$ cat config.mk
export PLATFORM = sky130hd
export DESIGN_NAME = piso_tx_sched
export DESIGN_NICKNAME = d
export VERILOG_FILES = /design/src/rtl/piso_tx_sched.sv
export SDC_FILE = /design/constraint.sdc
export NUM_CORES = 1
export LEC_CHECK = 0
export ABC_AREA = 1
export CORE_MARGIN = 2
export CORE_UTILIZATION = 44
export DETAILED_ROUTE_END_ITERATION = 10
export PLACE_DENSITY = 0.9
export SETUP_SLACK_MARGIN = 0.5
export SYNTH_ARGS = -nofsm -noshare
export SYNTH_HDL_FRONTEND = slang
export SYNTH_SLANG_ARGS = --single-unit
$ cat constraint.sdc
create_clock -name clk -period 3.2 [get_ports clk]
set_input_delay 0.48 -clock clk [delete_from_list [all_inputs] [get_ports clk]]
set_output_delay 0.48 -clock clk [all_outputs]
set_load 0.05 [all_outputs]
$ cat src/rtl/piso_tx_sched.sv
// Round-robin scheduler that feeds one shared piso shift register from NUM_REQ requesters.
// One word per frame: grant in IDLE, one LOAD cycle, then WIDTH+EXTRA_BITS SHIFT cycles.
module piso_tx_sched #(
  parameter int NUM_REQ    = 4,
  parameter int WIDTH      = 42,
  parameter int EXTRA_BITS = 9,
  localparam int ID_W      = (NUM_REQ > 1) ? $clog2(NUM_REQ) : 1
) (
  input  logic                     clk,
  input  logic                     rst_n,
  input  logic [NUM_REQ-1:0]       req_valid,
  input  logic [NUM_REQ*WIDTH-1:0] req_data,
  output logic [NUM_REQ-1:0]       req_ready,
  output logic                     piso_load,
  output logic [WIDTH-1:0]         piso_data,
  output logic                     busy,
  output logic [ID_W-1:0]          active_id,
  output logic                     frame_done
);

  localparam int N     = WIDTH + EXTRA_BITS;
  localparam int CNT_W = $clog2(N + 1);
  localparam logic [CNT_W-1:0] CNT_LAST = CNT_W'(N - 1);

  typedef enum logic [1:0] {S_IDLE, S_LOAD, S_SHIFT} state_t;

  state_t              r_state;
  logic [CNT_W-1:0]    r_cnt;
  logic [ID_W-1:0]     r_ptr;

  logic                w_hit;
  logic [ID_W-1:0]     w_winner;
  logic [NUM_REQ-1:0]  w_grant;
  logic [WIDTH-1:0]    w_word;
  logic [NUM_REQ-1:0]  w_vshift;

  // Scan starts just after the last winner, so the previous owner has lowest priority.
  always_comb begin
    int unsigned idx;
    idx      = 0;
    w_hit    = 1'b0;
    w_winner = '0;
    w_vshift = '0;
    for (int unsigned k = 1; k <= NUM_REQ; k++) begin
      idx      = (32'(r_ptr) + k) % NUM_REQ;
      w_vshift = req_valid >> idx;
      if (!w_hit && w_vshift[0]) begin
        w_hit    = 1'b1;
        w_winner = ID_W'(idx);
      end
    end
    w_grant = w_hit ? (NUM_REQ'(1) << w_winner) : '0;
    w_word  = WIDTH'(req_data >> (32'(w_winner) * WIDTH));
  end

  // Gated by rst_n so no grant is advertised while reset is being held.
  assign req_ready = (rst_n && r_state == S_IDLE) ? w_grant : '0;

  always_ff @(posedge clk) begin
    if (!rst_n) begin
      r_state    <= S_IDLE;
      piso_load  <= 1'b0;
      piso_data  <= '0;
      busy       <= 1'b0;
      frame_done <= 1'b0;
      active_id  <= '0;
      r_cnt      <= '0;
      r_ptr      <= ID_W'(NUM_REQ - 1);
    end else begin
      case (r_state)
        S_IDLE: begin
          if (w_hit) begin
            piso_data <= w_word;
            active_id <= w_winner;
            r_ptr     <= w_winner;
            piso_load <= 1'b1;
            busy      <= 1'b1;
            r_state   <= S_LOAD;
          end
        end
        S_LOAD: begin
          piso_load  <= 1'b0;
          piso_data  <= '0;
          r_cnt      <= CNT_LAST;
          frame_done <= (CNT_LAST == '0);
          r_state    <= S_SHIFT;
        end
        S_SHIFT: begin
          // frame_done is raised one edge early so it is high while the counter reads 0.
          if (r_cnt == '0) begin
            frame_done <= 1'b0;
            busy       <= 1'b0;
            r_state    <= S_IDLE;
          end else begin
            r_cnt      <= r_cnt - CNT_W'(1);
            frame_done <= (r_cnt == CNT_W'(1));
          end
        end
        default: r_state <= S_IDLE;
      endcase
    end
  end

endmodule
# Yosys cells after proc, flatten, opt, wreduce, memory -nomap -nowiden
# Cells that the tools add are included.
# W data, S select, Z words.
[totals]
register_bits = 57
in_bits = 174
wordCells = 66
[classes]
n_addsub = 5
multipliers = 1
eq_ne = 6
n_shift = 6
n_mux = 23
reduce_logical = 17
[op_table]
columns = ["op", "n"]
rows = [
  ["$shr A168 B8 Y42", 1],
  ["$pmux W42 S2", 1],
  ["$mux W42", 1],
  ["$shr A4 B2 Y1", 4],
  ["$mux W2", 6],
  ["$pmux W6 S2", 1],
  ["$mux W4", 2],
  ["$reduce_and A2 Y1", 4],
  ["$mul A2 B5 Y7 const B", 1],
  ["$mux W1", 7],
  ["$eq A6 B1 Y1 const B", 1],
  ["$logic_not A6 Y1", 1],
  ["$mux W6", 1],
  ["$ne A2 B2 Y1 const B", 3],
  ["$pmux W1 S2", 3],
  ["$pmux W2 S3", 1],
  ["$reduce_bool A2 Y1", 3],
  ["$sub A6 B1 Y6 const B", 1],
  ["$add A2 B1 Y2 const B", 2],
  ["$add A2 B2 Y2 const B", 2],
  ["$logic_and A1 B1 Y1", 4],
  ["$shl A1 B2 Y4 const A", 1],
  ["$logic_not A1 Y1", 3],
  ["$reduce_and A3 Y1", 1],
  ["other kinds (3)", 3],
]

# Longest topological paths before layout
[logic_depth]
word_depth = 16
mapped_depth = 19

# Worst setup path before layout
# Ideal clock, no wire load.
[synth_timing]
path_kind = "register to output"
startpoint = "register r_ptr[1]"
endpoint = "output port req_ready[2]"
t_arrival_ps = 2468
required_ps = 2720
setup_slack_ps = 252
stages_incl_launch_ff = 14
path_buffers = 1
path_cell_list = "dfxtp_1 inv_2 nand2_1 nand2_2 nand2_2 nand2_2 nor2_4 nand3_1 nand2_1 inv_1 nand2_2 inv_2 buf_2 nor3_1"
[synth_via]
elab_chain_len = 15
[synth_lines]
columns = ["element", "line", "text"]
rows = [
  ["start, declared", "29", "logic [ID_W-1:0] r_ptr;"],
  ["start signal, assigned", "68", "r_ptr <= ID_W'(NUM_REQ - 1);"],
  ["start signal, assigned", "75", "r_ptr <= w_winner;"],
  ["$add A2 B1 Y2", "45", "idx = (32'(r_ptr) + k) % NUM_REQ;"],
  ["$shr A4 B2 Y1", "46", "w_vshift = req_valid >> idx;"],
  ["$mux W1", "47", "if (!w_hit && w_vshift[0]) begin"],
  ["$logic_not A1 Y1", "47", ""],
  ["$logic_and A1 B1 Y1", "47", ""],
  ["$mux W1", "47", ""],
  ["$logic_not A1 Y1", "47", ""],
  ["$logic_and A1 B1 Y1", "47", ""],
  ["$mux W1", "47", ""],
  ["$logic_not A1 Y1", "47", ""],
  ["$logic_and A1 B1 Y1", "47", ""],
  ["$mux W2", "47", ""],
  ["$shl A1 B2 Y4", "52", "w_grant = w_hit ? (NUM_REQ'(1) << w_winner) : '0;"],
  ["$mux W4 (*)", "52", ""],
  ["$mux W4 (*)", "57", "assign req_ready = (rst_n && r_state == S_IDLE) ? w_grant : '0;"],
  ["end, declared", "13", "output logic [NUM_REQ-1:0] req_ready,"],
]
# Every way passes the cells marked *; elsewhere a longest branch is shown, timed or not.

# Worst setup path in the final report
[layout_timing]
startpoint = "input port req_valid[3]"
endpoint = "output port req_ready[0]"
[layout_via]
elab_chain_len = 14
[layout_lines]
columns = ["element", "line", "text"]
rows = [
  ["start, declared", "11", "input logic [NUM_REQ-1:0] req_valid,"],
  ["$shr A4 B2 Y1", "46", ""],
  ["$mux W1", "47", ""],
  ["$logic_not A1 Y1", "47", ""],
  ["$logic_and A1 B1 Y1", "47", ""],
  ["$mux W1", "47", ""],
  ["$logic_not A1 Y1", "47", ""],
  ["$logic_and A1 B1 Y1", "47", ""],
  ["$mux W1", "47", ""],
  ["$logic_not A1 Y1", "47", ""],
  ["$logic_and A1 B1 Y1", "47", ""],
  ["$mux W2", "47", ""],
  ["$shl A1 B2 Y4", "52", ""],
  ["$mux W4 (*)", "52", ""],
  ["$mux W4 (*)", "57", ""],
]
# Marked as above.

==> impl_metrics.yaml <==
floorplanning:
  start_util_pct: 45.86
  die-area_mm2: 0.01053
  die_x_um: 102.6
  rows: 35
  io_pins: 225
  core_mm2: 0.009328
  die_h_um: 102.6
cts:
  cts_root_buf: "clkbuf_8"
  tritoncts: "built"
  clkTransAtPathRegs_ns: 0.06
  worst_skew_pair.late_latency_ns: 0.33
  htree_levels: 3
  numClockSinks: 57
  cts_buffers: 9
  cts_max_path_buffers: 2
  ctsHoldBuffers: 0
critical_path:
  r2r-end: "piso_data[15]"
  critical_path_cell_count: 11
  endpoint: "req_ready[0]"
  crit_path_max_incr_delay_ns: 0.41
  cp_top_family: "simple AND/OR/NAND/NOR gates"
  cp.arrival_ns: 2.19
  worst_path_max_delay_cell: "clkdlybuf4s50_1"
  r2r_cells: 15
  r2r-start: "r_ptr[0]"
  crit_type: "input port to output pin"
  crit_buf_inv: 4
  crit_path_end_kind: "output pin"
  critPathLaunchType: "input port"
  path_common_cell: "nor2_2"
  required_ns: 2.72
  path_max_fanout: 4
  setup.worst_path.start: "req_valid[3]"
  ff2ff_setup_slack_ns: 0.88
  crit_path_cell_trace: "clkdlybuf4s50_1, nand2_1, and2_4, nor2_2, nor2_2, inv_1, nand4_1, nand2_4, buf_4, nor3_4, clkbuf_16"
drt:
  via_per_inst: 4.974
  route.vias.total: 5347
  ant_nets: 0
  dr.pass1.iters: 4
  route.detailed.drc: 0
  postRouteWirelength_mm: 14.81
  wire_per_inst_um: 13.78
  drtIter0Drc: 177
logic_synthesis:
  synth_fp_nets: 918
  ys_ff_latch: 57
  synth.avg_cell_area_um2: 5.804
  synth.top_cell.area_share_pct: 35.80
  synth-seq-area-share_pct: 26.67
  synth-main-ff-cell: "dfxtp_1"
  synth_warnings: 0
  syn-cell-area_mm2: 0.004278
  synth_most_common_cell: "nand2_1"
  synth_edf_count: 0
  ys_types: 34
  synthTopCellsByCount: "nand2_1, nand3_1, dfxtp_1"
  synthTopCellsByArea: "nand2_1, dfxtp_1, nand3_1, a21oi_1, a21oi_2"
  async_flop_share_pct: 0
  yosysTopAreaCell: "nand2_1"
  synthCells: 737
placed_design:
  io_buffer_count: 224
  dpl.hpwl_mm: 10.55
  preCtsSetupSlack_ns: 0.3048
  gp_congestion: 0.8247
timing:
  finalClockSkew_ns: 0.01037
  clock.fmax_mhz: 374.8
  min_period_ns: 2.668
  rsz0062_at_grt: "yes"
  worst_pin_slew_ns: 0.5985
  setup_violations: 0
  final_max_slew_viol_count: 0
  tns_ns: 0
  setup_ws_ns: 0.5322
  hold_violations: 0
  slew_headroom_pct: 60.10
  final.period_utilization_pct: 83.37
run:
  drv_cap: 0
layout:
  fill_cells: 767
  multi_input_area_mm2: 0.002815
  seq_area_mm2: 0.001144
  layout-drive-gt1-share_pct: 10.57
  diodes: 0
  final_util_pct: 73.33
  fin_nets: 1122
  area_delta_synth_final_pct: 59.90
global_route:
  antenna_found_initial: 0
  grt_pass1_wl_mm: 22.45
  grtUsageTotal_pct: 26.84
  grt.overflow.total: 0
  grt_pass1_vias: 4850
  grt_max_degree: 85
pwr:
  power_density_mw_per_mm2: 1109
  p_sw_mw: 4.341
  netSwitchingFraction_pct: 57.21
  p_leak_nw: 3.151
  p_int_mw: 3.247
  vdd_drop_max_mv: 1.514
  p_comb_share_pct: 79.3
  clockPowerShare_pct: 7.3
  pwr-share-seq_pct: 13.3
worst_hold_path:
  hold_path_class: "register to register"
run_status:
  status: "finished clean"
## sequential cells by signal, summed over array words and instances, names as in the netlist
signal      flops
piso_load       1
r_cnt           6
r_state         2
r_ptr           2
piso_data      42
frame_done      1
active_id       2
busy            1
## timing repair
action                                  4_1_cts  5_1_grt
endpoints found under the setup margin        4       16
pin swaps                                     4       14
setup buffers                                 3        4
gates resized for setup                      12       18
## layout make-up
class                   instances  share of cell area [%]
multi-input cells             609                   41.16
clock buffers                  12                   1.975
repair buffers                243                   36.16
well taps                     129                   2.360
clock inverters                 4                  0.2927
flip-flops and latches         57                   16.72
inverters                      21                   1.335
## stage by stage
stage | total power, mW | cells | instance area [um^2] | hold slack (ns)
floorplan | 5.541 | 737 | 4278 | 0.4473
global placement | 6.633 | 1052 | 6534 | 0.4524
detailed placement | 6.698 | 1052 | 6534 | 0.4547
CTS | 7.419 | 1071 | 6763 | 0.4641
global route | 8.375 | 1075 | 6840 | 0.4854
finish | 7.589 | 1075 | 6840 | 0.4630
## power by group through the flow
stage / clock (mW) / combinational (mW) / sequential (mW)
2_1_floorplan: 0 / 4.14 / 1.40
3_3_place_gp: 0 / 5.62 / 1.01
6_report: 0.556 / 6.02 / 1.01
5_1_grt: 0.598 / 6.75 / 1.03
3_5_place_dp: 0 / 5.68 / 1.02
4_1_cts: 0.565 / 5.85 / 1.01
## cell families (layout without fill, tap and decap cells)
logic type,Yosys count,in the layout,share of synthesized area (%)
DFF,57,57,26.67
buffers and inverters,71,280,9.389
AOI/OAI and AO/OA,68,68,10.27
adders and majority gates,7,7,2.047
and+or+nand+nor,534,534,51.62
## tightest hold or removal path, stage by stage (launching register included)
cell     delay, ns
dfxtp_1       0.31
nand2_1       0.06
a21oi_1       0.05
## worst min path at each step
| stage | from | endpoint | slack [ns] | depth (start not counted) |
|---|---|---|---|---|
| finish | piso_data[7] | piso_data[7] | 0.46 | 2 |
| CTS | piso_data[12] | piso_data[12] | 0.46 | 2 |
| detailed placement | piso_data[12] | piso_data[12] | 0.45 | 2 |
| floorplan | r_cnt[0] | r_cnt[0] | 0.45 | 1 |
| global placement | piso_data[2] | piso_data[2] | 0.45 | 2 |
| global route | piso_data[6] | piso_data[6] | 0.49 | 2 |
## layout by cell type (no fill, tap or decap), types with 2 or more instances in the layout
cell type          n
nor2_4             2
o21ai_0            7
nand3_1           90
clkbuf_8           9
inv_1             12
nor2_2             2
clkinv_2           4
nand2_2           17
nor3_4             4
o211ai_1           2
nand2_4            4
clkbuf_1           3
ha_1               7
a21oi_1           34
dfxtp_1           55
inv_2              5
buf_4             15
nand2_1          402
inv_4              3
a31oi_1            2
clkdlybuf4s50_1  219
dfxtp_2            2
a21oi_2           19
nand4_1            2
buf_12             6
nor2_1             7
## routing by layer
layer	track usage [%]	share of wire (%)	wire length, um
met1	30.97	40	5942
met2	47.81	48	7141
met3	7.051	8.8	1305
met4	9.538	2.9	424
met5	0	0	0
Power figures use the tool's default switching activity.
